[src/rtl/jk_cmd_sequencer_pkg.sv]
// Shared types for the JK command sequencer: command opcodes, FSM states,
// the JK stage latency and the Q-model update rule.
package jk_seq_pkg;

  typedef enum logic [1:0] {
    OP_HOLD   = 2'd0,
    OP_CLEAR  = 2'd1,
    OP_SET    = 2'd2,
    OP_TOGGLE = 2'd3
  } op_e;

  typedef enum logic {
    IDLE = 1'b0,
    RUN  = 1'b1
  } state_e;

  localparam int unsigned JK_STAGE_LATENCY = 2;

  function automatic logic apply_op(input op_e op, input logic q);
    logic r;
    r = q;
    case (op)
      OP_SET:    r = 1'b1;
      OP_CLEAR:  r = 1'b0;
      OP_TOGGLE: r = ~q;
      default:   r = q;
    endcase
    return r;
  endfunction

endpackage

[src/rtl/jk_cmd_sequencer_fifo.sv]
// Command FIFO for the JK sequencer: DEPTH entries (power of two), pointers
// wrap naturally, async active-low reset on control state.
module jk_cmd_fifo #(
  parameter  int unsigned DEPTH = 4,
  parameter  int unsigned WIDTH = 10,
  localparam int unsigned AW    = (DEPTH > 1) ? $clog2(DEPTH) : 1,
  localparam int unsigned CW    = $clog2(DEPTH + 1)
) (
  input  logic             clk_i,
  input  logic             rst_ni,
  input  logic             push_i,
  input  logic [WIDTH-1:0] wdata_i,
  input  logic             pop_i,
  output logic [WIDTH-1:0] rdata_o,
  output logic             full_o,
  output logic             empty_o,
  output logic [CW-1:0]    count_o
);

  logic [WIDTH-1:0] mem_q [DEPTH];
  logic [AW-1:0]    wr_ptr_q, rd_ptr_q;
  logic [CW-1:0]    count_q;
  logic             push_ok, pop_ok;

  assign full_o  = (count_q == CW'(DEPTH));
  assign empty_o = (count_q == '0);
  assign count_o = count_q;
  assign rdata_o = mem_q[rd_ptr_q];

  // When full, a push is still taken if the head leaves on the same edge.
  assign push_ok = push_i && (!full_o || pop_i);
  assign pop_ok  = pop_i && !empty_o;

  always_ff @(posedge clk_i) begin
    if (push_ok) mem_q[wr_ptr_q] <= wdata_i;
  end

  always_ff @(posedge clk_i or negedge rst_ni) begin
    if (!rst_ni) begin
      wr_ptr_q <= '0;
      rd_ptr_q <= '0;
      count_q  <= '0;
    end else begin
      if (push_ok) wr_ptr_q <= wr_ptr_q + 1'b1;
      if (pop_ok)  rd_ptr_q <= rd_ptr_q + 1'b1;
      case ({push_ok, pop_ok})
        2'b10:   count_q <= count_q + 1'b1;
        2'b01:   count_q <= count_q - 1'b1;
        default: count_q <= count_q;
      endcase
    end
  end

endmodule

[src/rtl/jk_cmd_sequencer.sv]
// JK command sequencer: queues HOLD/CLEAR/SET/TOGGLE commands, drives J/K for
// a repeat count each, and tracks predicted stage Q. Optional readback
// compare against the stage Q is enabled by defining JK_READBACK_CHECK_EN.
module jk_cmd_sequencer
  import jk_seq_pkg::*;
#(
  parameter int unsigned DEPTH = 4,
  parameter int unsigned CNT_W = 8
) (
  input  logic             CLK,
  input  logic             RST_N,
  input  logic             CMD_VALID,
  input  logic [1:0]       CMD_OP,
  input  logic [CNT_W-1:0] CMD_REPEAT,
  output logic             CMD_READY,
  output logic             J,
  output logic             K,
  output logic             BUSY,
  output logic             DONE,
  output logic             Q_MODEL
`ifdef JK_READBACK_CHECK_EN
  ,
  input  logic             Q_FB,
  output logic             MISMATCH
`endif
);

  localparam int unsigned CW = $clog2(DEPTH + 1);

  state_e           state_q;
  op_e              op_q;
  logic [CNT_W-1:0] cnt_q;
  logic             j_q, k_q, done_q, qm_q;

  logic             full, empty, push, pop;
  logic [CW-1:0]    count;
  logic [CNT_W+1:0] head;
  op_e              head_op;
  logic [CNT_W-1:0] head_rep_d;

  assign push = CMD_VALID && CMD_READY;

  jk_cmd_fifo #(
    .DEPTH (DEPTH),
    .WIDTH (CNT_W + 2)
  ) u_fifo (
    .clk_i   (CLK),
    .rst_ni  (RST_N),
    .push_i  (push),
    .wdata_i ({CMD_OP, CMD_REPEAT}),
    .pop_i   (pop),
    .rdata_o (head),
    .full_o  (full),
    .empty_o (empty),
    .count_o (count)
  );

  assign head_op    = op_e'(head[CNT_W +: 2]);
  assign head_rep_d = (head[CNT_W-1:0] == '0) ? CNT_W'(1) : head[CNT_W-1:0];

  // cnt_q is 0 in IDLE, so this covers both the idle load and the gapless
  // chain from the last cycle of the running command.
  assign pop = !empty && (state_q == IDLE || cnt_q == CNT_W'(1));

  assign CMD_READY = !full;
  assign BUSY      = (state_q == RUN) || (count != '0);
  assign J         = j_q;
  assign K         = k_q;
  assign DONE      = done_q;
  assign Q_MODEL   = qm_q;

  always_ff @(posedge CLK or negedge RST_N) begin
    if (!RST_N) begin
      state_q <= IDLE;
      op_q    <= OP_HOLD;
      cnt_q   <= '0;
      j_q     <= 1'b0;
      k_q     <= 1'b0;
      done_q  <= 1'b0;
      qm_q    <= 1'b0;
    end else if (pop) begin
      state_q <= RUN;
      op_q    <= head_op;
      cnt_q   <= head_rep_d;
      j_q     <= head_op[1];
      k_q     <= head_op[0];
      done_q  <= (head_rep_d == CNT_W'(1));
      qm_q    <= apply_op(head_op, qm_q);
    end else if (state_q == RUN) begin
      if (cnt_q == CNT_W'(1)) begin
        state_q <= IDLE;
        cnt_q   <= '0;
        j_q     <= 1'b0;
        k_q     <= 1'b0;
        done_q  <= 1'b0;
      end else begin
        cnt_q  <= cnt_q - 1'b1;
        qm_q   <= apply_op(op_q, qm_q);
        done_q <= (cnt_q == CNT_W'(2));
      end
    end
  end

`ifdef JK_READBACK_CHECK_EN
  logic [JK_STAGE_LATENCY-1:0] qm_dly_q;
  logic [1:0]                  arm_q;
  logic                        mismatch_q;

  always_ff @(posedge CLK or negedge RST_N) begin
    if (!RST_N) begin
      qm_dly_q   <= '0;
      arm_q      <= '0;
      mismatch_q <= 1'b0;
    end else begin
      qm_dly_q <= {qm_dly_q[JK_STAGE_LATENCY-2:0], qm_q};
      if (arm_q != 2'd2) arm_q <= arm_q + 1'b1;
      if (arm_q == 2'd2 && Q_FB != qm_dly_q[JK_STAGE_LATENCY-1]) mismatch_q <= 1'b1;
    end
  end

  assign MISMATCH = mismatch_q;
`endif

endmodule

[config.mk]
export PLATFORM = sky130hd
export DESIGN_NAME = jk_cmd_sequencer
export DESIGN_NICKNAME = d
export VERILOG_FILES = /design/src/rtl/jk_cmd_sequencer_pkg.sv /design/src/rtl/jk_cmd_sequencer_fifo.sv /design/src/rtl/jk_cmd_sequencer.sv
export SDC_FILE = /design/constraint.sdc
export NUM_CORES = 1
export LEC_CHECK = 0
export CAP_MARGIN = 20
export CELL_PAD_IN_SITES_DETAIL_PLACEMENT = 0
export CELL_PAD_IN_SITES_GLOBAL_PLACEMENT = 1
export CORE_ASPECT_RATIO = 1.1
export CORE_MARGIN = 5
export CORE_UTILIZATION = 44
export CTS_CLUSTER_DIAMETER = 100
export DETAILED_ROUTE_END_ITERATION = 10
export GPL_ROUTABILITY_DRIVEN = 0
export GPL_TIMING_DRIVEN = 1
export PLACE_DENSITY_LB_ADDON = 0.1
export SLEW_MARGIN = 15
export SYNTH_ARGS = -nofsm -noshare
export SYNTH_HDL_FRONTEND = slang
export SYNTH_SLANG_ARGS = --single-unit
export TNS_END_PERCENT = 1
[constraint.sdc]
create_clock -name CLK -period 2.7 [get_ports CLK]
set_clock_uncertainty 0.2 [all_clocks]
set_input_delay 0.27 -clock CLK [delete_from_list [all_inputs] [get_ports CLK]]
set_output_delay 0.27 -clock CLK [all_outputs]
set_load 0.05 [all_outputs]
==> impl_metrics.tcl, run 1 <==
set metrics [dict create \
    cp-start-kind "flip-flop" \
    final_area_um2 3380 \
    crit_path_max_incr_delay_ns 0.65 \
    yosysTopAreaCell "edfxtp_1" \
    rsz0062_at_grt "false" \
    synth_seq_area_share_pct 61.4 \
    p_per_area_nw_per_um2 1080 \
    antenna_found_initial 0 \
    path_max_fanout 6 \
    utilization_pct 54.3 \
    finalNetCount 253 \
    cp_top_family "simple AND/OR/NAND/NOR gates" \
    rows 30 \
    drtIter0Drc 79 \
    final_antenna_net_count 0 \
    final_hold_viol_count 0 \
    hpwl_mm 3.89 \
    synthFlopType "edfxtp_1" \
    maxSlewHeadroom_pct 62.5 \
    area_delta_synth_final_pct 18.6 \
    run_status "complete, no violations" \
    synth_cells 198 \
    track_usage_pct 15.0 \
    num_vias 1738 \
    crit_type "reg -> reg" \
    synth_warnings 0 \
    insertion_delay_ns 0.33 \
    io_buffers 18 \
    grt_pass1_wl_mm 9.14 \
    hp-class "in -> async" \
    drive_gt1_share_pct 15.4 \
    yosysMostFrequentCell "edfxtp_1" \
    die_h_um 94.5 \
    required_ns 2.75 \
    cts_max_path_buffers 2 \
    dpl_cell_area_um2 3160 \
    multi_input_area_um2 1030 \
    arrival_ns 2.60 \
    ys_top_cells_by_count "edfxtp_1, dfrtp_1, nand2_1" \
    setup_viol_count_final 0 \
    p_leak_nw 1.31 \
    syn_area_um2 2850 \
    synth_top_area_share_pct 42.1 \
    drv_cap 0 \
    critPathBufInv 0 \
    numCtsBuffers 9 \
    dr.pass1.iters 4 \
    initial_core_util_pct 45.8 \
    antenna_cells 0 \
    tns_ns 0 \
    seqCellArea_um2 1750 \
    syn_avg_cell_area_um2 14.4 \
    ios 19 \
    timing.final.ws_setup_ns 0.145 \
    grt_pass1_vias 1801 \
    syn_nets 222 \
    wl_per_cell_um 17.3 \
    preCtsSetupSlack_ns 0.116 \
    cp-end-kind "flip-flop" \
    drv_slew 0 \
    finalCritPeriodShare_pct 94.6 \
    core_area_um2 6230 \
    wl_mm 5.42 \
    grt_max_degree 23 \
    fin_cells 314 \
    synth.area.top_cells "edfxtp_1, dfrtp_1, mux4_1" \
    root_buffer "clkbuf_8" \
    synth-seq-cells 62 \
    numPlacedInstances 297 \
    fill_cells 550 \
    synth.distinct_cells 42 \
    synthArstFlopShare_pct 35.5 \
    die_w_um 86.8 \
    synth_edf_count 40 \
    drc_errors 0 \
    cp_cell_sequence "mux4_1 -> or4_4 -> nor4_4 -> nor3_1 -> a211oi_2" \
    cts_tree "done" \
    tightest_slew_ns 0.562 \
    path_clk_slew_ns 0.07 \
    die_area_um2 8200 \
    clock.fmax_mhz 391 \
    peakVddDrop_mv 0.521 \
    timing.final.crit_period_ns 2.55 \
    clkSinkCount 62 \
    h-tree-depth 3 \
    crit_slowest_cell "mux4_1" \
    via_per_inst 5.54 \
    grt_overflow 0 \
]
metrics by stage:
step	hold slack [ns]	power (mW)
after floorplan	-0.226	2.42
after global placement	0.297	2.74
after detailed placement	0.316	2.80
after CTS	0.0889	3.68
after global routing	0.121	3.89
final	0.0849	3.64
cell families after synthesis:
kind of cell	share of synthesized area, %
AO/OA/AOI/OAI	7.72
XOR/XNOR	2.46
adder cells (fa/ha/maj)	5.09
buffers and inverters	2.54
flip-flops	61.4
multiplexers	11.9
AND/OR/NAND/NOR	8.86
final timing paths:
| kind | depth (start not counted) | start | to | slack (ns) |
|---|---|---|---|---|
| worst max-delay path | 5 | u_fifo.rd_ptr_q[0] | cnt_q[0] | 0.15 |
| worst min-delay path | 2 | RST_N | Q_MODEL | 0.08 |
| worst max register to register | 5 | u_fifo.rd_ptr_q[0] | cnt_q[0] | 0.15 |
| worst min register to register | 1 | u_fifo.count_o[2] | u_fifo.count_o[2] | 0.34 |
| max in group asynchronous | 2 | RST_N | cnt_q[2] | 1.98 |
| min in group CLK | 1 | u_fifo.count_o[2] | u_fifo.count_o[2] | 0.34 |
worst register-to-register path: stages, from the launching register on:
cell	delay, ns
dfrtp_1	0.52
mux4_1	0.65
or4_4	0.57
nor4_4	0.29
nor3_1	0.09
a211oi_2	0.14
layout make-up:
class / count / share of cell area [%]
Clock buffer: 9 / 3.66
Clock inverter: 7 / 2.62
Inverter: 9 / 0.998
Multi-Input combinational cell: 119 / 30.5
Sequential cell: 62 / 51.8
Tap cell: 80 / 2.96
Timing Repair Buffer: 28 / 7.47
flip-flops by register name, indices dropped and copies added, names as in the netlist:
register and flops:
op_q 2, u_fifo.rd_ptr_q 2, u_fifo.mem_q 40, cnt_q 8, Q_MODEL 1, u_fifo.wr_ptr_q 2
K 1, J 1, u_fifo.count_o 3, state_q 1, DONE 1
metal layers:
metal	global-route usage, %	vias to the layer above	routed length (um)
met5	0	-	0
met4	6.23	0	81
met3	4.45	9	173
met2	25.1	22	2770
met1	18.2	895	2400
li1	-	812	-
timing repair:
item	in CTS	in global routing
resized for setup	0	0
buffers inserted	0	1
hold buffers	0	0
setup endpoints to repair	0	1
cell usage in the layout (no fill, tap or decap), types with 9 or more instances in the layout:
master	n
edfxtp_1	40
dfrtp_1	22
nand2_1	18
clkdlybuf4s50_1	17
buf_4	11
o21ai_0	10
ha_1	10
inv_1	9
nor2_1	9
clkbuf_8	9
power by group:
| group | total [mW] | switching [mW] | internal (mW) |
|---|---|---|---|
| logic | 1.24 | 0.657 | 0.581 |
| clock network | 0.866 | 0.353 | 0.513 |
| registers | 1.54 | 0.235 | 1.30 |
| total | 3.64 | 1.25 | 2.39 |
Power figures use the tool's default switching activity.
==> inputs of run 2 (changes only) <==
Settings changed: CORE_MARGIN 5 to default, MAX_ROUTING_LAYER from default to met4.
==> run 2 against run 1 <==
  * Power up 3.6%
  * First-iteration DRC count up 3.8%
  * Sequential power about the same
  * Fmax up 0.47%
  * Largest cell class unchanged
  * Hold slack better by 0.0057 ns
  * Sequential share of layout area down 0.61 points
  * Critical path depth up 5
==> impl_metrics.tcl, run 2 (synthesis results as in run 1) <==
set metrics [dict create \
    seqPwrFrac_pct 41.1 \
    tns_ns 0 \
    antenna_found_initial 0 \
    run_status "complete, no violations" \
    drive_gt1_share_pct 16.2 \
    rows 30 \
    rsz0062_at_grt "false" \
    path_max_fanout 7 \
    mostFrequentLayoutCells "edfxtp_1, dfrtp_1, nand2_1, clkdlybuf4s50_1" \
    core_area_um2 6230 \
    track_usage_pct 18.6 \
    grt_pass1_vias 1780 \
    hold_ws_ns 0.0906 \
    finalNetCount 253 \
    p_per_area_nw_per_um2 1100 \
    maxSlewHeadroom_pct 62.2 \
    required_ns 2.76 \
    postCtsHoldBufs 0 \
    peakVddDrop_mv 0.465 \
    path_clk_slew_ns 0.07 \
    grt_pass1_wl_mm 8.93 \
    hpwl_mm 3.81 \
    antenna_cells 0 \
    r2r_cells 10 \
    drv_cap 0 \
    p_sw_mw 1.27 \
    finalCritPeriodShare_pct 94.2 \
    final_common_cell "edfxtp_1" \
    crit_path_max_incr_delay_ns 0.45 \
    cpMostUsedCell "ha_1" \
    ios 19 \
    regMostFlops "u_fifo.mem_q" \
    drtIter0Drc 82 \
    total_power_mw 3.77 \
    clock.fmax_mhz 393 \
    die_h_um 86.5 \
    drv_slew 0 \
    die_w_um 78.8 \
    num_vias 1755 \
    numCtsBuffers 9 \
    cp-start-kind "flip-flop" \
    cp-end-kind "flip-flop" \
    crit_slowest_cell "dfrtp_1" \
    final_antenna_net_count 0 \
    numPlacedInstances 298 \
    cts_max_path_buffers 2 \
    wl_mm 5.35 \
    grt_overflow 0 \
    clkSinkCount 62 \
    largest_reg_flops 40 \
    switching_share_pct 33.8 \
    insertion_delay_ns 0.33 \
    root_buffer "clkbuf_8" \
    grt_max_degree 23 \
    fin_cells 314 \
    crit_type "reg -> reg" \
    arrival_ns 2.61 \
    drc_errors 0 \
    seqCellArea_um2 1750 \
    h-tree-depth 3 \
    die_area_um2 6810 \
    fill_cells 537 \
    p_int_mw 2.50 \
    via_per_inst 5.59 \
    cp_cell_sequence "ha_1 -> nor3b_4 -> a21bo_2 -> nand2_1 -> inv_1 -> ha_1 -> fa_1 -> xnor2_1 -> nor2_1 -> xor2_1" \
    final_hold_viol_count 0 \
    area_delta_synth_final_pct 20.1 \
    timing.final.crit_period_ns 2.54 \
    combinationalPowerShare_pct 32.7 \
    tightest_slew_ns 0.567 \
    wl_per_cell_um 17.1 \
    dr.pass1.iters 4 \
    setup_viol_count_final 0 \
    io_buffers 18 \
    hp-class "in -> async" \
    p_leak_nw 1.32 \
    initial_core_util_pct 45.8 \
    clock_power_share_pct 26.2 \
    cts_tree "done" \
    multi_input_area_um2 1040 \
]
## run 2: cell types whose count changed in the layout (fill, tap and decap cells not counted)
cell and delta:
buf_4 -1, bufinv_16 +1, clkinv_1 -2, clkinv_2 -1, clkinv_4 +1, clkinvlp_4 +1
dfrtp_1 -1, dfrtp_2 +1, dlygate4sd2_1 +1, nor3b_2 -1, nor3b_4 +1
## run 2: cell type report
type | count | area share, %
Multi-Input combinational cell | 119 | 30.3
Tap cell | 80 | 2.92
Timing Repair Buffer | 28 | 7.41
Inverter | 9 | 0.986
Clock inverter | 7 | 3.58
Sequential cell | 62 | 51.1
Clock buffer | 9 | 3.61
## run 2: layer usage
metal,routed length (um),vias to the layer above,GRT usage [%],part of all wire (%)
li1,-,821,-,-
met5,0,-,-,0
met3,198,11,4.32,3.7
met2,2700,45,29.2,50
met4,106,0,9.26,2.0
met1,2350,878,22.6,44
## run 2: path summary, 6_finish.rpt
check / start / to / slack, ns
hold reg to reg: u_fifo.count_o[2] / u_fifo.count_o[2] / 0.32
hold / removal: RST_N / op_q[1] / 0.09
max in group asynchronous: RST_N / cnt_q[1] / 1.95
min in group CLK: u_fifo.count_o[2] / u_fifo.count_o[2] / 0.32
setup / recovery: cnt_q[0] / u_fifo.count_o[2] / 0.16
setup reg to reg: cnt_q[0] / u_fifo.count_o[2] / 0.16
## run 2: critical path: cells and delay by family, from the launching register on
family / cells / cell delay, ns
buffers and inverters: 1 / 0.07
and+or+nand+nor: 3 / 0.38
adders and majority gates: 3 / 0.86
xor gates and xnor gates: 2 / 0.28
DFF: 1 / 0.45
AOI/OAI and AO/OA: 1 / 0.24
## run 2: power by group through the flow
stage          combinational [mW]  sequential (mW)  clock, mW
3_3_place_gp                 1.21             1.54          0
2_1_floorplan               0.889             1.53          0
6_report                     1.23             1.55      0.989
4_1_cts                      1.24             1.54       1.01
5_1_grt                      1.36             1.59       1.06
3_5_place_dp                 1.23             1.56          0
## run 2: repair_timing
item | 4_1_cts | 5_1_grt
resized for setup | 1 | 2
setup buffers | 0 | 0
setup endpoints to repair | 1 | 2
## run 2: per-stage QoR
| step | cell area, um^2 | utilization [%] | setup WS (ns) |
|---|---|---|---|
| floorplan | 2860 | - | 0.0451 |
| global placement | 3170 | 50.9 | 0.211 |
| detailed placement | 3170 | 50.9 | 0.149 |
| CTS | 3420 | 54.9 | 0.137 |
| global route | 3430 | 55.0 | 0.00914 |
| finish | 3430 | 55.0 | 0.157 |
==> inputs of run 3 (changes only) <==
Settings changed: SLEW_MARGIN 15 to 30.
==> results of run 3 <==
Same layout as run 2: the final DEF is identical, and so are final timing and power.
==> variant, RTL diff (config.mk and constraints of run 2) <==
Build with the macro `JK_READBACK_CHECK_EN` defined.
--- a/src/rtl/jk_cmd_sequencer.sv
+++ b/src/rtl/jk_cmd_sequencer.sv
@@ -1,6 +1,8 @@
 // JK command sequencer: queues HOLD/CLEAR/SET/TOGGLE commands, drives J/K for
 // a repeat count each, and tracks predicted stage Q. Optional readback
 // compare against the stage Q is enabled by defining JK_READBACK_CHECK_EN.
+`define JK_READBACK_CHECK_EN
+
 module jk_cmd_sequencer
   import jk_seq_pkg::*;
 #(
Ports: changed (added MISMATCH and Q_FB); port bits go from 19 to 21. No check against the original RTL was run, so the function may have changed too.
==> variant against run 2 <==
Sequential cell count is 5 higher. Total power is 4.9% higher. Maximum frequency decreased by 2.1%. Sequential power grew 5%. Setup slack got worse by 55 ps. Area after synthesis grew 5.4%. Wire length increased by 8.8%. Design area increased by 5.2%. Synthesized cell count rose by 3.5%. Sequential share of layout area is 0.95 points higher. Critical path type unchanged. Largest cell class unchanged.
==> variant: results (changes against run 2) <==
| Metric | Value |
|---|---|
| CP Data Arrival Time | `2670 ps (+60 ps)` |
| First-pass GRT wire length | `9430 µm (+5.6%)` |
| Fillers | `538 (+0.19%)` |
| Maximum clock path buffer count | `2 (unchanged)` |
| Worst Max-Slew Pin Slew | `584 ps (+17.8 ps)` |
| 1st-iter DRT viols | `157 (+91%)` |
| R2R depth | `12 (+2)` |
| Setup bufs post-CTS | `1 (+1)` |
| Worst-case vdd ir drop | `0.496 mV (+6.7%)` |
| Worst Path Max Fanout | `5 (-2)` |
| DP Area | `3360 µm² (+5.9%)` |
| Vias in the first global route | `1890 (+6.2%)` |
| Asr flop ratio synth | `40.3% (+4.8 points)` |
| Synth cell count leaders | `edfxtp_1 (40), dfrtp_1 (27), inv_1 (12), ha_1 (11)` |
| HP Class | `in2async` |
| Largest net degree at the start of global routing | `28 (+22%)` |
| Seq/Total Area, Yosys | `62.4% (+0.99 points)` |
| Reg-to-reg slack, setup | `100 ps (-50 ps)` |
| Vias/cell | `5.55 (-0.61%)` |
| Largest register by flop count | `u_fifo.mem_q` |
| Clk network pwr share | `23.5% (-2.7 points)` |
| Synth cell types | `47 (+12%)` |
| Main synth FF type | `edfxtp_1` |
| Seq pwr | `1.63 mW (+5%)` |
| Slowest stage cell, crit path | `or3b_4` |
| DRT Wirelength | `5830 µm (+8.8%)` |
| Layout cells sized above 1 | `21.5% (+5.3 points)` |
| Crit path from | `cnt_q[1]` |
| Main area contributors after synthesis | `edfxtp_1 (40%), dfrtp_1 (22%), mux4_2 (6.7%), ha_1 (4.6%), xnor2_1 (1.7%)` |
| Post-Syn Nets | `231 (+4.1%)` |
| # port buffers | `20 (+2)` |
| Worst skew pair latency | `340 ps` |
| DP HPWL | `4070 µm (+7.0%)` |
| Max incr delay on CP | `420 ps (-30 ps)` |
| Initial antenna violation count | `0 (unchanged)` |
| Number of flip-flops under the largest register name | `40 (unchanged)` |
| Post_cts resized | `0 (-1)` |
| Hold_ws | `111 ps (+20.7 ps)` |
| Switching Power | `1.39 mW (+9.4%)` |
| Status | `finished clean` |
| Leakage power | `1.38 nW (+4.4%)` |
| Sequential power share | `41.3% (+0.2 points)` |
| Post-layout net count | `267 (+5.5%)` |
| Number of synthesized flops with an enable pin | `40 (unchanged)` |
| Total GRT Usage | `19.0% (+0.37 points)` |
| CP endpoint | `u_fifo.count_o[2]` |
## variant: layout make-up
| class | count | area, µm² | area share (%) |
|---|---|---|---|
| inverters | 13 | 53.8 | 1.49 |
| clock inverters | 7 | 98.8 | 2.74 |
| multi-input cells | 120 | 1070 | 29.7 |
| repair buffers | 30 | 278 | 7.71 |
| well taps | 82 | 103 | 2.85 |
| flip-flops and latches | 67 | 1880 | 52.1 |
| clock buffers | 9 | 124 | 3.44 |
## variant: kinds of logic after synthesis
kind of cell               share of synthesized area, %
and+or+nand+nor                                    8.86
DFF                                                62.4
buffers and inverters                              2.87
adders and majority gates                          5.24
xor gates and xnor gates                           2.91
AOI/OAI and AO/OA                                  9.19
muxes                                              8.53
## variant: worst min-delay path by stage
stage | from | to | cells past startpoint
after floorplan | RST_N | DONE | 0
after global placement | qm_dly_q[0] | qm_dly_q[1] | 0
after detailed placement | qm_dly_q[0] | qm_dly_q[1] | 0
after CTS | RST_N | arm_q[1] | 2
after global routing | RST_N | arm_q[1] | 2
final | RST_N | arm_q[1] | 2
## variant: per-stage QoR
step	setup WS (ps)	instances	setup TNS [ps]
finish	102	328	0
global route	-8.35	328	-8.35
CTS	13.5	328	0
detailed placement	6.11	311	0
global placement	84.6	311	0
floorplan	22.4	205	0
## variant: routing by layer
layer	wire, µm	track usage [%]	up-vias
li1	-	-	857
met1	2420	21.1	907
met2	3090	32.5	49
met3	217	4.23	9
met4	97	8.28	0
met5	0	-	-
## variant: worst reg2reg max path, cell delays in order (launching register included)
cell and delay (ps):
dfrtp_1 400, inv_2 90, ha_4 150, or3b_4 420
o21ai_4 170, nand2_4 80, clkinv_4 70, ha_2 170
inv_1 60, fa_2 330, xor2_1 150, nor2_1 110
xor2_1 140
